## config.mk

```make
export PLATFORM = sky130hd
export DESIGN_NAME = ad9361_tdd_sequencer
export DESIGN_NICKNAME = d
export VERILOG_FILES = /design/src/rtl/ad9361_tdd_sequencer_pkg.sv /design/src/rtl/ad9361_tdd_sequencer_sync_edge.sv /design/src/rtl/ad9361_tdd_sequencer.sv
export SDC_FILE = /design/constraint.sdc
export NUM_CORES = 1
export LEC_CHECK = 0
export BUFFER_PORTS_ARGS = -buffer_cell sky130_fd_sc_hd__buf_4
export CORE_MARGIN = 1.5
export CORE_UTILIZATION = 35
export DETAILED_ROUTE_END_ITERATION = 10
export SYNTH_ARGS = -nofsm -noshare
export SYNTH_HDL_FRONTEND = slang
export SYNTH_SLANG_ARGS = --single-unit
```

## constraint.sdc

```tcl
create_clock -name axi_aclk -period 3 [get_ports axi_aclk]
set_input_delay 0.15 -clock axi_aclk [delete_from_list [all_inputs] [get_ports axi_aclk]]
set_output_delay 0.15 -clock axi_aclk [all_outputs]
set_load 0.01 [all_outputs]
```

## src/rtl/ad9361_tdd_sequencer_pkg.sv

```systemverilog
// ad9361_tdd_sequencer_pkg: shared state encoding, width defaults and per-state ENSM pin values
package ad9361_tdd_sequencer_pkg;
   localparam int CNT_WIDTH_DEF = 24;
   localparam int FRM_WIDTH_DEF = 16;
   localparam int SYNC_STAGES_DEF = 2;
   typedef enum logic [2:0] {IDLE, ARMED, RX_GUARD, RX_ON, TX_GUARD, TX_ON} state_t;
   function automatic logic [1:0] state_out(input state_t s);
      return {s == TX_GUARD || s == TX_ON, s == RX_ON || s == TX_ON};
   endfunction
endpackage

```

## src/rtl/ad9361_tdd_sequencer_sync_edge.sv

```systemverilog
// ad9361_tdd_sequencer_sync_edge: multi-flop synchroniser with a one-cycle rising-edge pulse
module ad9361_tdd_sequencer_sync_edge #(
   parameter int STAGES = 2
) (
   input  logic clk,
   input  logic rst_n,
   input  logic d,
   output logic pulse
);
   logic [STAGES-1:0] sync_q;
   logic              last_q;
   always_ff @(posedge clk or negedge rst_n) begin
      if (!rst_n) begin
         sync_q <= '0;
         last_q <= 1'b0;
      end else begin
         sync_q <= {sync_q[STAGES-2:0], d};
         last_q <= sync_q[STAGES-1];
      end
   end
   assign pulse = sync_q[STAGES-1] & ~last_q;
endmodule

```

## src/rtl/ad9361_tdd_sequencer.sv

```systemverilog
// ad9361_tdd_sequencer: TDD frame scheduler driving AD9361 ENSM enable/txnrx with GPIO bypass
module ad9361_tdd_sequencer
   import ad9361_tdd_sequencer_pkg::*;
#(
   parameter int CNT_WIDTH   = CNT_WIDTH_DEF,
   parameter int FRM_WIDTH   = FRM_WIDTH_DEF,
   parameter int SYNC_STAGES = SYNC_STAGES_DEF
) (
   input  logic                 axi_aclk,
   input  logic                 axi_aresetn,
   input  logic                 tdd_en,
   input  logic                 sync_en,
   input  logic                 start,
   input  logic                 abort,
   input  logic [CNT_WIDTH-1:0] rx_len,
   input  logic [CNT_WIDTH-1:0] tx_len,
   input  logic [CNT_WIDTH-1:0] guard_len,
   input  logic [FRM_WIDTH-1:0] burst_count,
   input  logic                 up_enable,
   input  logic                 up_txnrx,
   input  logic                 tdd_sync_i,
   output logic                 tdd_sync_o,
   output logic                 enable,
   output logic                 txnrx,
   output logic                 busy,
   output logic [FRM_WIDTH-1:0] frame_cnt,
   output logic                 done,
   output logic                 cfg_err
);
   state_t               state, state_nx;
   logic [CNT_WIDTH-1:0] cnt, cnt_nx, rx_q, tx_q, gd_q, g_in, g_ld;
   logic [FRM_WIDTH-1:0] burst_q, frame_inc;
   logic                 slave_q, sync_pulse, halt, last, start_ok, accept, finish;
   logic                 err_nx, done_nx, sync_nx, bypass;
   logic [1:0]           out_nx;

   ad9361_tdd_sequencer_sync_edge #(.STAGES(SYNC_STAGES)) u_sync (
      .clk   (axi_aclk),
      .rst_n (axi_aresetn),
      .d     (tdd_sync_i),
      .pulse (sync_pulse)
   );

   always_comb begin
      halt      = state != IDLE && (abort || !tdd_en);
      last      = cnt == '0;
      frame_inc = frame_cnt + 1'b1;
      finish    = state == TX_ON && last && burst_q != '0 && frame_inc == burst_q;
      start_ok  = state == IDLE && start && tdd_en && !abort;
      err_nx    = start_ok && (rx_len == '0 || tx_len == '0);
      accept    = start_ok && !err_nx;
      g_in      = guard_len == '0 ? '0 : guard_len - 1'b1;
      g_ld      = state == IDLE ? g_in : gd_q;
      state_nx  = state;
      case (state)
         IDLE:     if (accept) state_nx = sync_en ? ARMED : RX_GUARD;
         ARMED:    if (sync_pulse) state_nx = RX_GUARD;
         RX_GUARD: if (last) state_nx = RX_ON;
         RX_ON:    if (last) state_nx = TX_GUARD;
         TX_GUARD: if (last) state_nx = TX_ON;
         TX_ON:    if (last) state_nx = finish ? IDLE : RX_GUARD;
         default:  state_nx = IDLE;
      endcase
      if (halt) state_nx = IDLE;
      cnt_nx  = state_nx == state ? cnt - 1'b1 :
                state_nx == RX_ON ? rx_q - 1'b1 :
                state_nx == TX_ON ? tx_q - 1'b1 : g_ld;
      bypass  = state == IDLE && state_nx == IDLE && !tdd_en;
      out_nx  = bypass ? {up_txnrx, up_enable} : state_out(state_nx);
      sync_nx = state_nx == RX_GUARD && state != RX_GUARD && (state == IDLE || !slave_q);
      done_nx = finish && !halt;
   end

   always_ff @(posedge axi_aclk or negedge axi_aresetn) begin
      if (!axi_aresetn) begin
         state      <= IDLE;
         cnt        <= '0;
         rx_q       <= '0;
         tx_q       <= '0;
         gd_q       <= '0;
         burst_q    <= '0;
         slave_q    <= 1'b0;
         frame_cnt  <= '0;
         enable     <= 1'b0;
         txnrx      <= 1'b0;
         busy       <= 1'b0;
         done       <= 1'b0;
         cfg_err    <= 1'b0;
         tdd_sync_o <= 1'b0;
      end else begin
         state           <= state_nx;
         cnt             <= cnt_nx;
         {txnrx, enable} <= out_nx;
         busy            <= state_nx != IDLE;
         done            <= done_nx;
         cfg_err         <= err_nx;
         tdd_sync_o      <= sync_nx;
         if (accept) begin
            rx_q      <= rx_len;
            tx_q      <= tx_len;
            gd_q      <= g_in;
            burst_q   <= burst_count;
            slave_q   <= sync_en;
            frame_cnt <= '0;
         end else if (state == TX_ON && last && !halt) begin
            frame_cnt <= frame_inc;
         end
      end
   end
endmodule
```

==> flow_summary.yaml <==
min_path:
  min_path_cells: 4
  min_path_type: "input pin to flip-flop"
floorplanning:
  die_area_um2: 25300
  die_h_um: 159
  initial_core_util_pct: 36.0
  core_um2: 23700
  dieWidth_um: 159
  ios: 119
  row_count: 56
power_and_ir_drop:
  total_power_w: 0.00860
  irDropWorstVdd_mv: 0.404
  p_leak_nw: 5.42
  power.density_nw_per_um2: 721
clocking:
  clock_latency_ns: 0.43
  cts.sinks: 141
  cts_tree: "done"
  cts_buffers: 17
  ctsHtreeMaxLevel: 4
  clk_pin_slew_ns: 0.06
  cts_max_path_buffers: 2
  root_buffer: "clkbuf_16"
route:
  wire_per_inst_um: 15.9
  first_iter_violations: 502
  drc_errors: 0
  firstDrtPassIters: 5
  routed_wl_um: 25500
  final_antenna_net_count: 0
  vias_per_cell: 5.12
  via_count: 8216
sta:
  clock-skew-final_ns: 0.0157
  fmax_ghz: 0.322
  finalMaxSlewViolations: 0
  layout_min_cycle_time_ns: 3.10
  tightest_slew_ns: 0.964
  hold_viol: 0
  setup_slack_ns: -0.103
  rsz0062_at_grt: "yes"
  setup_viol: 24
  relSlewSlack_pct: 35.8
  timing.final.crit_share_pct: 103
cells_and_area:
  nFillCells: 2307
  layout_commonest_cell: "nand2_1"
  drive_above_1_share_pct: 22.6
  utilization_pct: 50.3
  area_delta_synth_final_pct: 40.0
  fin_area_um2: 11900
  nets: 1374
  regArea_um2: 3530
  multi_input_area_um2: 4880
  fin_cells: 1604
  final_cell_mix: "nand2_1, buf_4, dfrtp_1, nor2_1, dlygate4sd3_1"
  num_antenna_cells: 0
synth:
  synth.distinct_cells: 61
  yosys_register_bits: 141
  ys.flop_type: "dfrtp_1"
  synthesis.nets: 1128
  syn_inst: 1026
  synthArstFlopShare_pct: 100
  yosysSeqAreaShare_pct: 41.4
  yosysWarnings: 0
  synthesis.area_um2: 8520
  syn-mean-instance-area_um2: 8.30
  synth_edf_count: 0
global_routing:
  antenna_found_initial: 0
  grt_pass1_vias: 8205
  grt_pass1_wl_um: 42000
  grt-ovfl-total: 0
  grt_max_degree: 93
  grtUsageTotal_pct: 20.5
place:
  postPlaceCellArea_um2: 10400
  dp_cells: 1497
  hpwl_um: 18600
  gp_congestion: 0.869
  io_buffers: 118
critical_path:
  reg2regPathDepth: 10
  crit_slowest_cell: "or4b_4"
  required_ns: 3.34
  end_kind: "flip-flop"
  path_max_fanout: 11
  crit_buf_inv: 2
  cp.arrival_ns: 3.44
  slowest_delay_ns: 0.55
  critical_path_class: "flip-flop to flip-flop"
  cp_cell_sequence: "or4_4 > or4b_4 > nor4b_4 > mux2i_2 > buf_4 > o21ai_4 > buf_12 > mux2i_1 > nand2_1 > a31oi_1"
  worst-path-stages: 10
  crit_family: "simple AND/OR/NAND/NOR gates"
  crit_path_start_kind: "flip-flop"
status:
  status: "complete, but fails checks"
  violations: "negative setup slack"
run:
  drv_cap: 0
==> kinds of logic after synthesis <==
group           after synthesis  share of synthesized area [%]
flops                       141                           41.4
buf+inv                      65                           3.32
simple gates                540                           29.3
xor+xnor                    110                           11.3
mux                          27                           3.30
compound gates              138                           10.6
fa+ha+maj                     5                          0.734
==> power breakdown <==
part / leakage, nW / internal [W] / switching [W]
clock: 0.309 / 0.00145 / 0.000852
sequential: 1.77 / 0.00258 / 0.000661
combinational: 3.34 / 0.00149 / 0.00157
total: 5.42 / 0.00552 / 0.00308
==> cells in the mapped netlist, drive strengths merged (15+ instances only) <==
library cell | count | share of area (%)
a21oi | 20 | 1.2
nand2 | 254 | 11
nor2 | 95 | 4.3
buf | 15 | 1.1
o31ai | 18 | 1.6
mux2i | 18 | 2.1
nor4 | 36 | 2.6
nand3 | 23 | 1.4
o21ai | 36 | 2.2
or3 | 16 | 1.2
nand4 | 18 | 1.3
xor2 | 56 | 5.8
xnor2 | 54 | 5.6
nor3 | 41 | 2.4
dfrtp | 141 | 41
clkbuf | 38 | 1.7
==> per-layer routing <==
layer / global-route usage [%] / routed length, um
met4: 4.16 / 365
met5: 0 / 0
met2: 34.6 / 12200
met1: 27.7 / 11900
met3: 3.44 / 993
==> per-stage QoR <==
| step | TNS (ns) | hold slack, ns | setup WS [ns] |
|---|---|---|---|
| 3_5_place_dp | -1.76 | 0.144 | -0.121 |
| 3_3_place_gp | -0.696 | 0.140 | -0.0761 |
| 5_1_grt | -3.41 | 0.0741 | -0.186 |
| 4_1_cts | -0.681 | 0.0332 | -0.0745 |
| 6_report | -1.18 | 0.0457 | -0.103 |
| 2_1_floorplan | -0.0483 | -0.146 | -0.0233 |
==> flip-flops by register name, indices dropped and copies added, names as in the netlist <==
| name | count |
|---|---|
| gd_q | 24 |
| frame_cnt | 16 |
| tx_q | 24 |
| busy | 1 |
| enable | 1 |
| cfg_err | 1 |
| txnrx | 1 |
| u_sync.sync_q | 2 |
| cnt | 24 |
| u_sync.last_q | 1 |
| rx_q | 24 |
| state | 3 |
| tdd_sync_o | 1 |
| slave_q | 1 |
| done | 1 |
| burst_q | 16 |
==> layout make-up <==
type                            instances  area share (%)
Clock inverter                         11            1.51
Multi-Input combinational cell        821            40.9
Tap cell                              319            3.35
Clock buffer                           21            3.86
Timing Repair Buffer                  279            20.4
Inverter                               12           0.378
Sequential cell                       141            29.6
==> final timing paths <==
path                                              endpoint                        from  slack, ns
worst min register to register  u_sync.sync_q[1]$_DFF_PN0_  u_sync.sync_q[0]$_DFF_PN0_       0.35
worst max-delay path                     cnt[17]$_DFF_PN0_           cnt[15]$_DFF_PN0_      -0.10
worst min-delay path                      enable$_DFF_PN0_                      tdd_en       0.05
max in group asynchronous              gd_q[3]$_DFFE_PN0P_                 axi_aresetn       1.86
worst max register to register           cnt[17]$_DFF_PN0_           cnt[15]$_DFF_PN0_      -0.10
min in group asynchronous              tx_q[5]$_DFFE_PN0P_                 axi_aresetn       0.26
==> worst min-delay path: stages <==
cell and delay [ns]:
buf_4 0.09, nor2_1 0.05, nand2_1 0.06, nand3_1 0.07
==> repair_timing <==
item,in CTS,in global routing
cloned,2,1
hold buffers,70,0
resized for setup,14,19
pin swaps,4,7
endpoints found under the setup margin,24,28
buffers inserted,1,1
endpoints found under the hold margin,122,0
Note: power is estimated with default switching activity, not from simulation.
